## config.mk

```make
export PLATFORM = sky130hd
export DESIGN_NAME = ym_bus_sequencer_flat
export DESIGN_NICKNAME = d
export VERILOG_FILES = /design/src/rtl/ym_bus_sequencer_if.sv /design/src/rtl/ym_bus_sequencer.sv /design/src/flat_wrapper.sv
export SDC_FILE = /design/constraint.sdc
export NUM_CORES = 1
export LEC_CHECK = 0
export BUFFER_PORTS_ARGS = -buffer_cell sky130_fd_sc_hd__buf_2
export CAP_MARGIN = 15
export CORE_ASPECT_RATIO = 1.1
export CORE_UTILIZATION = 54
export CTS_BUF_LIST = sky130_fd_sc_hd__clkbuf_4 sky130_fd_sc_hd__clkbuf_8 sky130_fd_sc_hd__clkbuf_16
export DETAILED_ROUTE_END_ITERATION = 8
export PLACE_DENSITY = 0.8
export SLEW_MARGIN = 20
export SYNTH_ARGS = -nofsm -noshare
export SYNTH_HDL_FRONTEND = slang
export SYNTH_SLANG_ARGS = --single-unit
```

## constraint.sdc

```tcl
create_clock -name cpu_clock -period 3 [get_ports cpu_clock]
set_input_delay 0.45 -clock cpu_clock [delete_from_list [all_inputs] [get_ports cpu_clock]]
set_output_delay 0.45 -clock cpu_clock [all_outputs]
set_load 0.02 [all_outputs]
```

## src/rtl/ym_bus_sequencer_if.sv

```systemverilog
// Bus bundle between the two write requesters and the YM bus sequencer.
//
// Handshake: a requester holds rN_valid together with stable rN_chip,
// rN_addr and rN_data. The transfer is accepted on the rising cpu_clock
// edge where both rN_valid and rN_ready are high. rN_ready is only ever high
// while the sequencer is idle, and at most one of r0_ready / r1_ready is high
// at a time. Nothing is latched from a requester unless it is accepted.
interface ym_bus_sequencer_if;
  logic       r0_valid;
  logic       r1_valid;
  logic       r0_chip;
  logic       r1_chip;
  logic [3:0] r0_addr;
  logic [3:0] r1_addr;
  logic [7:0] r0_data;
  logic [7:0] r1_data;
  logic       r0_ready;
  logic       r1_ready;
  logic       flush;
  logic       bdir;
  logic       bc1;
  logic       ym_sel;
  logic [7:0] ym_da;
  logic       da_oe;
  logic       busy;
  logic [2:0] dbg_state;

  // Requester side: drives requests and flush, observes the YM bus.
  modport master (
    output r0_valid, r1_valid, r0_chip, r1_chip, r0_addr, r1_addr,
           r0_data, r1_data, flush,
    input  r0_ready, r1_ready, bdir, bc1, ym_sel, ym_da, da_oe, busy,
           dbg_state
  );

  // Sequencer side.
  modport slave (
    input  r0_valid, r1_valid, r0_chip, r1_chip, r0_addr, r1_addr,
           r0_data, r1_data, flush,
    output r0_ready, r1_ready, bdir, bc1, ym_sel, ym_da, da_oe, busy,
           dbg_state
  );
endinterface

```

## src/rtl/ym_bus_sequencer.sv

```systemverilog
// YM register write sequencer: arbitrates two requesters round-robin and
// plays each write onto the YM bus as an address phase and a data phase,
// skipping the address phase when the chip/register was the last one
// addressed (address cache).
module ym_bus_sequencer #(
  parameter int PULSE_CYC = 4,
  parameter int GAP_CYC   = 2
) (
  input  logic                cpu_clock,
  input  logic                reset,
  ym_bus_sequencer_if.slave   bus
);

  typedef enum logic [2:0] {
    S_IDLE = 3'd0,
    S_ADDR = 3'd1,
    S_GAP1 = 3'd2,
    S_DATA = 3'd3,
    S_GAP2 = 3'd4
  } state_t;

  localparam logic [7:0] PULSE_LD = 8'(PULSE_CYC - 1);
  localparam logic [7:0] GAP_LD   = 8'(GAP_CYC - 1);

  state_t      r_state;
  logic [7:0]  r_cnt;
  logic [3:0]  r_addr;
  logic [7:0]  r_data;
  logic        r_last_grant;
  logic        r_cache_valid;
  logic        r_cache_chip;
  logic [3:0]  r_cache_addr;
  logic        r_bdir;
  logic        r_bc1;
  logic [7:0]  r_da;
  logic        r_oe;
  logic        r_sel;
  logic        r_busy;

  logic        w_idle;
  logic        w_grant0;
  logic        w_grant1;
  logic        w_accept;
  logic        w_chip;
  logic [3:0]  w_addr;
  logic [7:0]  w_data;
  logic        w_hit;
  logic        w_cnt_done;
  logic        w_cache_load;

  // Ready is a function of the registered state plus the live valids so a
  // valid that drops before acceptance leaves no trace; reset forces it low.
  assign w_idle   = (r_state == S_IDLE) && !reset;
  assign w_grant0 = w_idle && bus.r0_valid && (!bus.r1_valid || r_last_grant);
  assign w_grant1 = w_idle && bus.r1_valid && (!bus.r0_valid || !r_last_grant);
  assign w_accept = w_grant0 || w_grant1;

  assign w_chip = w_grant1 ? bus.r1_chip : bus.r0_chip;
  assign w_addr = w_grant1 ? bus.r1_addr : bus.r0_addr;
  assign w_data = w_grant1 ? bus.r1_data : bus.r0_data;

  // A flush on the acceptance edge counts as already applied to the cache.
  assign w_hit = r_cache_valid && !bus.flush &&
                 (r_cache_chip == w_chip) && (r_cache_addr == w_addr);

  assign w_cnt_done   = (r_cnt == 8'd0);
  assign w_cache_load = (r_state == S_ADDR) && w_cnt_done;

  assign bus.r0_ready  = w_grant0;
  assign bus.r1_ready  = w_grant1;
  assign bus.bdir      = r_bdir;
  assign bus.bc1       = r_bc1;
  assign bus.ym_da     = r_da;
  assign bus.da_oe     = r_oe;
  assign bus.ym_sel    = r_sel;
  assign bus.busy      = r_busy;
  assign bus.dbg_state = r_state;

  // Sequencer FSM: phase timing, request capture and registered bus outputs.
  always_ff @(posedge cpu_clock or posedge reset) begin
    if (reset) begin
      r_state      <= S_IDLE;
      r_cnt        <= 8'd0;
      r_addr       <= 4'd0;
      r_data       <= 8'd0;
      r_last_grant <= 1'b1;
      r_bdir       <= 1'b0;
      r_bc1        <= 1'b0;
      r_da         <= 8'd0;
      r_oe         <= 1'b0;
      r_sel        <= 1'b0;
      r_busy       <= 1'b0;
    end else begin
      case (r_state)
        S_IDLE: begin
          if (w_accept) begin
            r_addr       <= w_addr;
            r_data       <= w_data;
            r_sel        <= w_chip;
            r_last_grant <= w_grant1;
            r_busy       <= 1'b1;
            r_oe         <= 1'b1;
            r_bdir       <= 1'b1;
            r_cnt        <= PULSE_LD;
            if (w_hit) begin
              r_state <= S_DATA;
              r_bc1   <= 1'b0;
              r_da    <= w_data;
            end else begin
              r_state <= S_ADDR;
              r_bc1   <= 1'b1;
              r_da    <= {4'h0, w_addr};
            end
          end
        end
        S_ADDR: begin
          if (w_cnt_done) begin
            r_state <= S_GAP1;
            r_bdir  <= 1'b0;
            r_bc1   <= 1'b0;
            r_cnt   <= GAP_LD;
          end else begin
            r_cnt <= r_cnt - 8'd1;
          end
        end
        S_GAP1: begin
          if (w_cnt_done) begin
            r_state <= S_DATA;
            r_bdir  <= 1'b1;
            r_da    <= r_data;
            r_cnt   <= PULSE_LD;
          end else begin
            r_cnt <= r_cnt - 8'd1;
          end
        end
        S_DATA: begin
          if (w_cnt_done) begin
            r_state <= S_GAP2;
            r_bdir  <= 1'b0;
            r_cnt   <= GAP_LD;
          end else begin
            r_cnt <= r_cnt - 8'd1;
          end
        end
        S_GAP2: begin
          if (w_cnt_done) begin
            r_state <= S_IDLE;
            r_oe    <= 1'b0;
            r_busy  <= 1'b0;
          end else begin
            r_cnt <= r_cnt - 8'd1;
          end
        end
        default: begin
          r_state <= S_IDLE;
          r_bdir  <= 1'b0;
          r_bc1   <= 1'b0;
          r_oe    <= 1'b0;
          r_busy  <= 1'b0;
          r_cnt   <= 8'd0;
        end
      endcase
    end
  end

  // Address cache: remembers the last chip/register addressed; flush wins
  // over a load on the same edge.
  always_ff @(posedge cpu_clock or posedge reset) begin
    if (reset) begin
      r_cache_valid <= 1'b0;
      r_cache_chip  <= 1'b0;
      r_cache_addr  <= 4'd0;
    end else begin
      if (w_cache_load) begin
        r_cache_chip <= r_sel;
        r_cache_addr <= r_addr;
      end
      if (bus.flush) begin
        r_cache_valid <= 1'b0;
      end else if (w_cache_load) begin
        r_cache_valid <= 1'b1;
      end
    end
  end

endmodule

```

## src/flat_wrapper.sv

```systemverilog
// flat-port wrapper written by rule: the top's interface ports become plain ports
module ym_bus_sequencer_flat 
#(
  parameter int PULSE_CYC = 4,
  parameter int GAP_CYC   = 2
)
  (cpu_clock, reset, bus_r0_valid, bus_r1_valid, bus_r0_chip, bus_r1_chip, bus_r0_addr, bus_r1_addr, bus_r0_data, bus_r1_data, bus_flush, bus_r0_ready, bus_r1_ready, bus_bdir, bus_bc1, bus_ym_sel, bus_ym_da, bus_da_oe, bus_busy, bus_dbg_state);
  ym_bus_sequencer_if bus_i ();
  input  logic cpu_clock;
  input  logic reset;
  input wire logic [$bits(bus_i.r0_valid)-1:0] bus_r0_valid;
  input wire logic [$bits(bus_i.r1_valid)-1:0] bus_r1_valid;
  input wire logic [$bits(bus_i.r0_chip)-1:0] bus_r0_chip;
  input wire logic [$bits(bus_i.r1_chip)-1:0] bus_r1_chip;
  input wire logic [$bits(bus_i.r0_addr)-1:0] bus_r0_addr;
  input wire logic [$bits(bus_i.r1_addr)-1:0] bus_r1_addr;
  input wire logic [$bits(bus_i.r0_data)-1:0] bus_r0_data;
  input wire logic [$bits(bus_i.r1_data)-1:0] bus_r1_data;
  input wire logic [$bits(bus_i.flush)-1:0] bus_flush;
  output wire logic [$bits(bus_i.r0_ready)-1:0] bus_r0_ready;
  output wire logic [$bits(bus_i.r1_ready)-1:0] bus_r1_ready;
  output wire logic [$bits(bus_i.bdir)-1:0] bus_bdir;
  output wire logic [$bits(bus_i.bc1)-1:0] bus_bc1;
  output wire logic [$bits(bus_i.ym_sel)-1:0] bus_ym_sel;
  output wire logic [$bits(bus_i.ym_da)-1:0] bus_ym_da;
  output wire logic [$bits(bus_i.da_oe)-1:0] bus_da_oe;
  output wire logic [$bits(bus_i.busy)-1:0] bus_busy;
  output wire logic [$bits(bus_i.dbg_state)-1:0] bus_dbg_state;
  assign bus_i.r0_valid = bus_r0_valid;
  assign bus_i.r1_valid = bus_r1_valid;
  assign bus_i.r0_chip = bus_r0_chip;
  assign bus_i.r1_chip = bus_r1_chip;
  assign bus_i.r0_addr = bus_r0_addr;
  assign bus_i.r1_addr = bus_r1_addr;
  assign bus_i.r0_data = bus_r0_data;
  assign bus_i.r1_data = bus_r1_data;
  assign bus_i.flush = bus_flush;
  assign bus_r0_ready = bus_i.r0_ready;
  assign bus_r1_ready = bus_i.r1_ready;
  assign bus_bdir = bus_i.bdir;
  assign bus_bc1 = bus_i.bc1;
  assign bus_ym_sel = bus_i.ym_sel;
  assign bus_ym_da = bus_i.ym_da;
  assign bus_da_oe = bus_i.da_oe;
  assign bus_busy = bus_i.busy;
  assign bus_dbg_state = bus_i.dbg_state;
  ym_bus_sequencer #(.PULSE_CYC(PULSE_CYC), .GAP_CYC(GAP_CYC)) u_core (.cpu_clock(cpu_clock), .reset(reset), .bus(bus_i));
endmodule
```

; Yosys cells after proc, flatten, opt, wreduce, memory -nomap -nowiden
; Index checks and enable logic that the tools add are counted.
[totals]
regBits = 42
latch_bits = 0
ramBits = 0
rom_bits = 0
input_bits = 31
out_inout_bits = 18
elab_cells = 90
mem_count = 0
[op_classes]
addsub = 1
mul = 0
div = 0
order_cmp = 0
eq_ne = 13
shift = 0
n_mux = 29
n_bitwise = 3
n_reduce_logical = 31
[ops]
columns = cell, n
row1 = 2-to-1 mux 8 bit, 8
row2 = one-hot mux 8 bit (4 select lines), 1
row3 = one-hot mux 8 bit (2 select lines), 1
row4 = 2-to-1 mux 3 bit, 5
row5 = one-hot mux 3 bit (5 select lines), 1
row6 = "!= test 2 x 1 -> 1 bit, second input constant", 6
row7 = logical AND 1 bit, 9
row8 = AND reduction 3 bit, 3
row9 = zero test 8 bit, 1
row10 = 2-to-1 mux 1 bit, 8
row11 = "subtractor 8 x 1 -> 8 bit, second input constant", 1
row12 = "equality test 3 x 2 -> 1 bit, second input constant", 2
row13 = one-hot mux 1 bit (3 select lines), 2
row14 = OR reduction 3 bit, 2
row15 = zero test 1 bit, 5
row16 = AND reduction 5 bit, 1
row17 = equality test 4 bit, 1
row18 = 2-to-1 mux 4 bit, 1
row19 = one-hot mux 1 bit (4 select lines), 1
row20 = AND reduction 2 bit, 2
row21 = AND reduction 4 bit, 1
row22 = nonzero test 2 bit, 2
row23 = "equality test 3 x 1 -> 1 bit, second input constant", 1
row24 = "equality test 3 bit, second input constant", 1
row25 = other kinds (7), 11

; Depth between registers and ports, before layout
[logic_depth]
word_depth = 11
depth_mapped = 9

; Worst setup path before layout
; OpenSTA, ideal clock, no wires.
[synth_timing]
path_kind = register -> register
from = register u_core.r_state[0] (netlist: u_core.bus.dbg_state[0])
to = register u_core.r_da[0] (netlist: u_core.bus.ym_da[0])
arrival_time_ps = 2213
required_ps = 2876
setup_slack_ps = 663
path_stages_with_launch = 10
path_buffers = 2
path_cell_list = dfrtp_1 buf_6 nor4_4 nand3_1 inv_2 nand4_1 a211oi_2 buf_6 a211oi_1 a211o_1
[synth_between]
elab_chain_len = 11
[synth_lines]
columns = item, line_no
row1 = start: declaration, ym_bus_sequencer.sv:25  ; state_t r_state;
row2 = start signal: assignment, ym_bus_sequencer.sv:82  ; r_state <= S_IDLE;
row3 = start signal: assignment, ym_bus_sequencer.sv:106  ; r_state <= S_DATA;
row4 = start signal: assignment, ym_bus_sequencer.sv:110  ; r_state <= S_ADDR;
row5 = zero test 3 bit (*), ym_bus_sequencer.sv:53  ; assign w_idle = (r_state == S_IDLE) && !reset;
row6 = logical AND 1 bit (*), ym_bus_sequencer.sv:53
row7 = logical AND 1 bit (*) (2 in a row), ym_bus_sequencer.sv:55  ; assign w_grant1 = w_idle && bus.r1_valid && (!bus.r0_valid || !r_last_grant);
row8 = net bus_r1_ready, flat_wrapper.sv:21  ; output wire logic [$bits(bus_i.r1_ready)-1:0] bus_r1_ready;
row9 = 2-to-1 mux 1 bit, ym_bus_sequencer.sv:58  ; assign w_chip = w_grant1 ? bus.r1_chip : bus.r0_chip;
row10 = equality test 1 bit, ym_bus_sequencer.sv:64  ; (r_cache_chip == w_chip) && (r_cache_addr == w_addr);
row11 = logical AND 1 bit, ym_bus_sequencer.sv:63  ; assign w_hit = r_cache_valid && !bus.flush &&
row12 = logical AND 1 bit, ym_bus_sequencer.sv:64
row13 = 2-to-1 mux 8 bit, ym_bus_sequencer.sv:105  ; if (w_hit) begin
row14 = 2-to-1 mux 8 bit, ym_bus_sequencer.sv:96  ; if (w_accept) begin
row15 = one-hot mux 8 bit (2 select lines), ym_bus_sequencer.sv:94  ; case (r_state)
row16 = end signal: assignment, ym_bus_sequencer.sv:108  ; r_da <= w_data;
row17 = end signal: assignment, ym_bus_sequencer.sv:112  ; r_da <= {4'h0, w_addr};
row18 = end signal: assignment, ym_bus_sequencer.sv:130  ; r_da <= r_data;
row19 = end: declaration, ym_bus_sequencer.sv:35  ; logic [7:0] r_da;
; Mark *: on every way through the listed nets, which the timed path passes. The rest lies on a longest branch. The select of a mux whose other input is x is not followed.
; A chain may end at the register's enable or synchronous reset.

; Final worst setup path
[layout_timing]
from = register u_core.r_state[0] (netlist: u_core.bus.dbg_state[0])
to = register u_core.r_da[3] (netlist: u_core.bus.ym_da[3])
[layout_between]
elab_chain_len = 11
[layout_lines]
columns = item, line_no
row1 = zero test 3 bit, "ym_bus_sequencer.sv:53, ym_bus_sequencer.sv:94"
row2 = logical AND 1 bit, ym_bus_sequencer.sv:53
row3 = logical AND 1 bit (2 in a row), ym_bus_sequencer.sv:55
row4 = 2-to-1 mux 1 bit, ym_bus_sequencer.sv:58
row5 = equality test 1 bit, ym_bus_sequencer.sv:64
row6 = logical AND 1 bit, ym_bus_sequencer.sv:63
row7 = logical AND 1 bit, ym_bus_sequencer.sv:64
row8 = 2-to-1 mux 8 bit, ym_bus_sequencer.sv:105
row9 = 2-to-1 mux 8 bit, ym_bus_sequencer.sv:96
row10 = one-hot mux 8 bit (2 select lines), ym_bus_sequencer.sv:94
; Parallel ways exist; a longest one is shown, timed or not. The select of a mux whose other input is x is not followed.

==> results by group <==
Detailed routing
  • Vias per Instance: 5.62
  • Metal3 WL: 250 microns
  • M1 WL: 2230 microns
  • DR DRC count: 0
  • DRT Wirelength: 5110 microns
  • WL/cell: 14.4 microns
  • Remaining antenna violation count: 0
  • Top layer in use: met4
  • 1st-iter DRT viols: 97
  • Via count: 1994
  • 1st-pass router iterations: 4
  • WL met2: 2530 microns

Place
  • Post-DP HPWL: 3720 microns
  • PortBufs: 48
  • Routability cong.: 0.881
  • Post-DP Area: 0.00264 sq mm
  • DP Worst Slack: 0.528 ns

Power
  • Design Power: 2.54 mW
  • Lkg Pwr: 1.29 nW
  • Clock Power Share: 15.3%
  • Internal cell power: 1.50 mW
  • Worst vdd ir: 0.403 mV
  • Sw Ratio: 41.2%
  • Logic pwr share: 43.9%
  • Share of total power in sequential cells: 40.8%
  • Pwr dens: 930 mW/mm^2
  • Net Switching: 1.05 mW

Timing
  • Fmax: 402 MHz
  • Fin Hold WS: 0.216 ns
  • Final Hold Viols: 0
  • Minimum clock period: 2.49 ns
  • Tcrit/Tclk final: 83.0%
  • Final setup fails: 0
  • Unrepaired setup endpoints after global routing: no
  • Clk_skew: 0.00326 ns
  • Worst slew pin tran: 0.516 ns
  • Setup TNS: 0 ns
  • Max Slew Vio Count: 0
  • Final worst slack: 0.511 ns
  • Max-slew headroom: 65.6%

Floorplan
  • I/O pin cnt: 49
  • FP Rows: 24
  • Initial core utilization: 57.5%
  • Die area: 0.00458 sq mm
  • Core area: 0.00405 sq mm
  • Die Wd: 64.6 microns
  • Die height: 70.9 microns

GRT
  • Global Route Usage Sum: 24.7%
  • GR Overflow Total: 0
  • Vias in the first global route: 1919
  • Pin count of the biggest net entering global routing: 35
  • First-pass GRT wire length: 8650 microns
  • Initial antenna violation count: 0

Synthesis
  • Synthesized Nets: 285
  • Cells after Synth: 252
  • Synth warn: 0
  • Syn avg cell area: 9.25 sq um
  • Yosys top cell area share: 44.0%
  • Synth cell count leaders: dfrtp_1, nand2_1, nor2_1
  • Post-Synthesis Cell Area: 0.00233 sq mm
  • Area leader, netlist: dfrtp_1
  • Unique cell type count in the Yosys netlist: 56
  • FF+latch count, synth: 42
  • Most common cell in the netlist: dfrtp_1
  • Primary FF master, synth: dfrtp_1
  • Number of synthesized flops with an enable pin: 0
  • Register area share after synthesis: 45.1%
  • Ranking of synthesized cells by area: dfrtp_1, nand2_1, o21ai_0
  • Async SR Flop Fraction: 100%

Critical path
  • Reg2reg path depth: 8
  • CP Buf/Inv Count: 2
  • Worst-path fanout max: 12
  • CP peak stage delay: 0.53 ns
  • Setup crit start: u_core.bus.dbg_state[0]
  • RR Startpoint: u_core.bus.dbg_state[0]
  • Slowest-stage cell, CP: dfrtp_1
  • Reg-to-reg slack, setup: 0.51 ns
  • CP dominant cell by count: buf_4
  • CP Cell Sequence: nor4_4 -> nand3_1 -> buf_4 -> a221oi_1 -> a211oi_2 -> buf_4 -> and2_4 -> o311ai_2
  • Critical path type: flip-flop to flip-flop
  • Worst path arrival time: 2.69 ns
  • Endpoint class of the critical path: flip-flop
  • Family with the most delay on the worst path: simple AND/OR/NAND/NOR gates
  • Reg2reg end: u_core.bus.ym_da[3]
  • Crit start category: flip-flop
  • CP required: 3.20 ns

Clock tree
  • Clock slew at reported path FFs: 0.08 ns
  • CTS tree: built
  • Root buffer cell: clkbuf_8
  • Post-CTS sizing: 0
  • Clock Path Buffers: 2
  • Total CTS buffers: 5
  • TritonCTS sink count: 42
  • H-tree levels: 2
  • Later-pin clock latency in the skew report: 0.30 ns
  • Cts hold-fix bufs: 0
  • Post-CTS Setup Repair Bufs: 0

Layout
  • Final #Nets: 335
  • Share of cells above drive strength 1: 28.7%
  • N_diodes: 0
  • Final instance area: 0.00273 sq mm
  • Layout area overhead: 17.3%

Status
  • Status: completed

Worst hold path
  • Class of the worst hold path: primary input to async pin

Flow run
  • Maxcap violations: 0
==> per-layer routing <==
| metal | track usage (%) | vias to the layer above |
|---|---|---|
| li1 | - | 985 |
| met1 | 30.6 | 940 |
| met2 | 41.9 | 59 |
| met3 | 4.03 | 10 |
| met4 | 11.4 | 0 |
| met5 | 0 | - |
==> final cells by class <==
class | instances | area, sq um
fill | 351 | 1320
tap | 52 | 65.1
clock inverter | 1 | 5.00
multi-input combinational | 185 | 1170
inverter | 10 | 37.5
clock buffer | 7 | 90.1
timing repair buffer | 58 | 315
sequential | 42 | 1050
==> power by group through the flow <==
stage,registers [mW],logic (mW),clock network (mW)
2_1_floorplan,1.09,0.763,0
4_1_cts,1.03,1.12,0.399
3_5_place_dp,1.04,1.12,0
5_1_grt,1.07,1.23,0.420
3_3_place_gp,1.03,1.10,0
6_report,1.04,1.11,0.390
==> registers in the layout (all words and copies together), names as in the netlist <==
signal                count
u_core.bus.bdir           1
u_core.r_data             8
u_core.r_cnt              8
u_core.bus.da_oe          1
u_core.bus.bc1            1
u_core.r_cache_valid      1
u_core.r_cache_chip       1
u_core.r_cache_addr       4
u_core.bus.dbg_state      3
u_core.r_addr             4
u_core.bus.ym_sel         1
u_core.r_last_grant       1
u_core.bus.ym_da          8
==> how the worst max path moves through the flow <==
stage | end | slack [ns] | depth (start not counted)
3_3_place_gp | u_core.bus.ym_da[3] | 0.64 | 8
4_1_cts | u_core.bus.ym_da[3] | 0.50 | 8
5_1_grt | u_core.bus.ym_da[1] | 0.34 | 8
3_5_place_dp | u_core.bus.ym_da[1] | 0.53 | 8
2_1_floorplan | u_core.bus.ym_da[0] | 0.66 | 9
6_report | u_core.bus.ym_da[3] | 0.51 | 8
==> kinds of logic after synthesis <==
| family | after synthesis | synth area share [%] |
|---|---|---|
| AND/OR/NAND/NOR | 96 | 20.8 |
| AO/OA/AOI/OAI | 65 | 19.0 |
| flip-flops | 42 | 45.1 |
| buffers and inverters | 25 | 4.88 |
| XOR/XNOR | 11 | 4.13 |
| multiplexers | 11 | 4.94 |
| adder cells (fa/ha/maj) | 2 | 1.07 |
==> through the flow <==
stage	util (%)	std cells
floorplan	-	252
global route	67.4	355
finish	67.4	355
CTS	67.4	355
detailed placement	65.1	347
global placement	65.1	347
==> cell usage in the layout, fill, tap and decap left out, types with 2 or more instances in the layout <==
| cell | instances |
|---|---|
| inv_1 | 9 |
| mux2i_1 | 7 |
| ha_1 | 2 |
| nor2b_1 | 3 |
| a21oi_1 | 16 |
| a21o_1 | 4 |
| buf_2 | 48 |
| nand2b_1 | 2 |
| buf_4 | 10 |
| xor2_1 | 4 |
| a211oi_2 | 3 |
| nor3_1 | 5 |
| clkbuf_8 | 6 |
| nand2_1 | 36 |
| a32oi_1 | 3 |
| nor2_1 | 23 |
| nand3_1 | 7 |
| nand4_1 | 4 |
| xnor2_1 | 7 |
| mux2_2 | 4 |
| o21ai_0 | 22 |
| o21bai_1 | 2 |
| dfrtp_1 | 41 |
| nor4b_1 | 2 |
| o311ai_2 | 2 |
(Power assumes the default switching activity.)
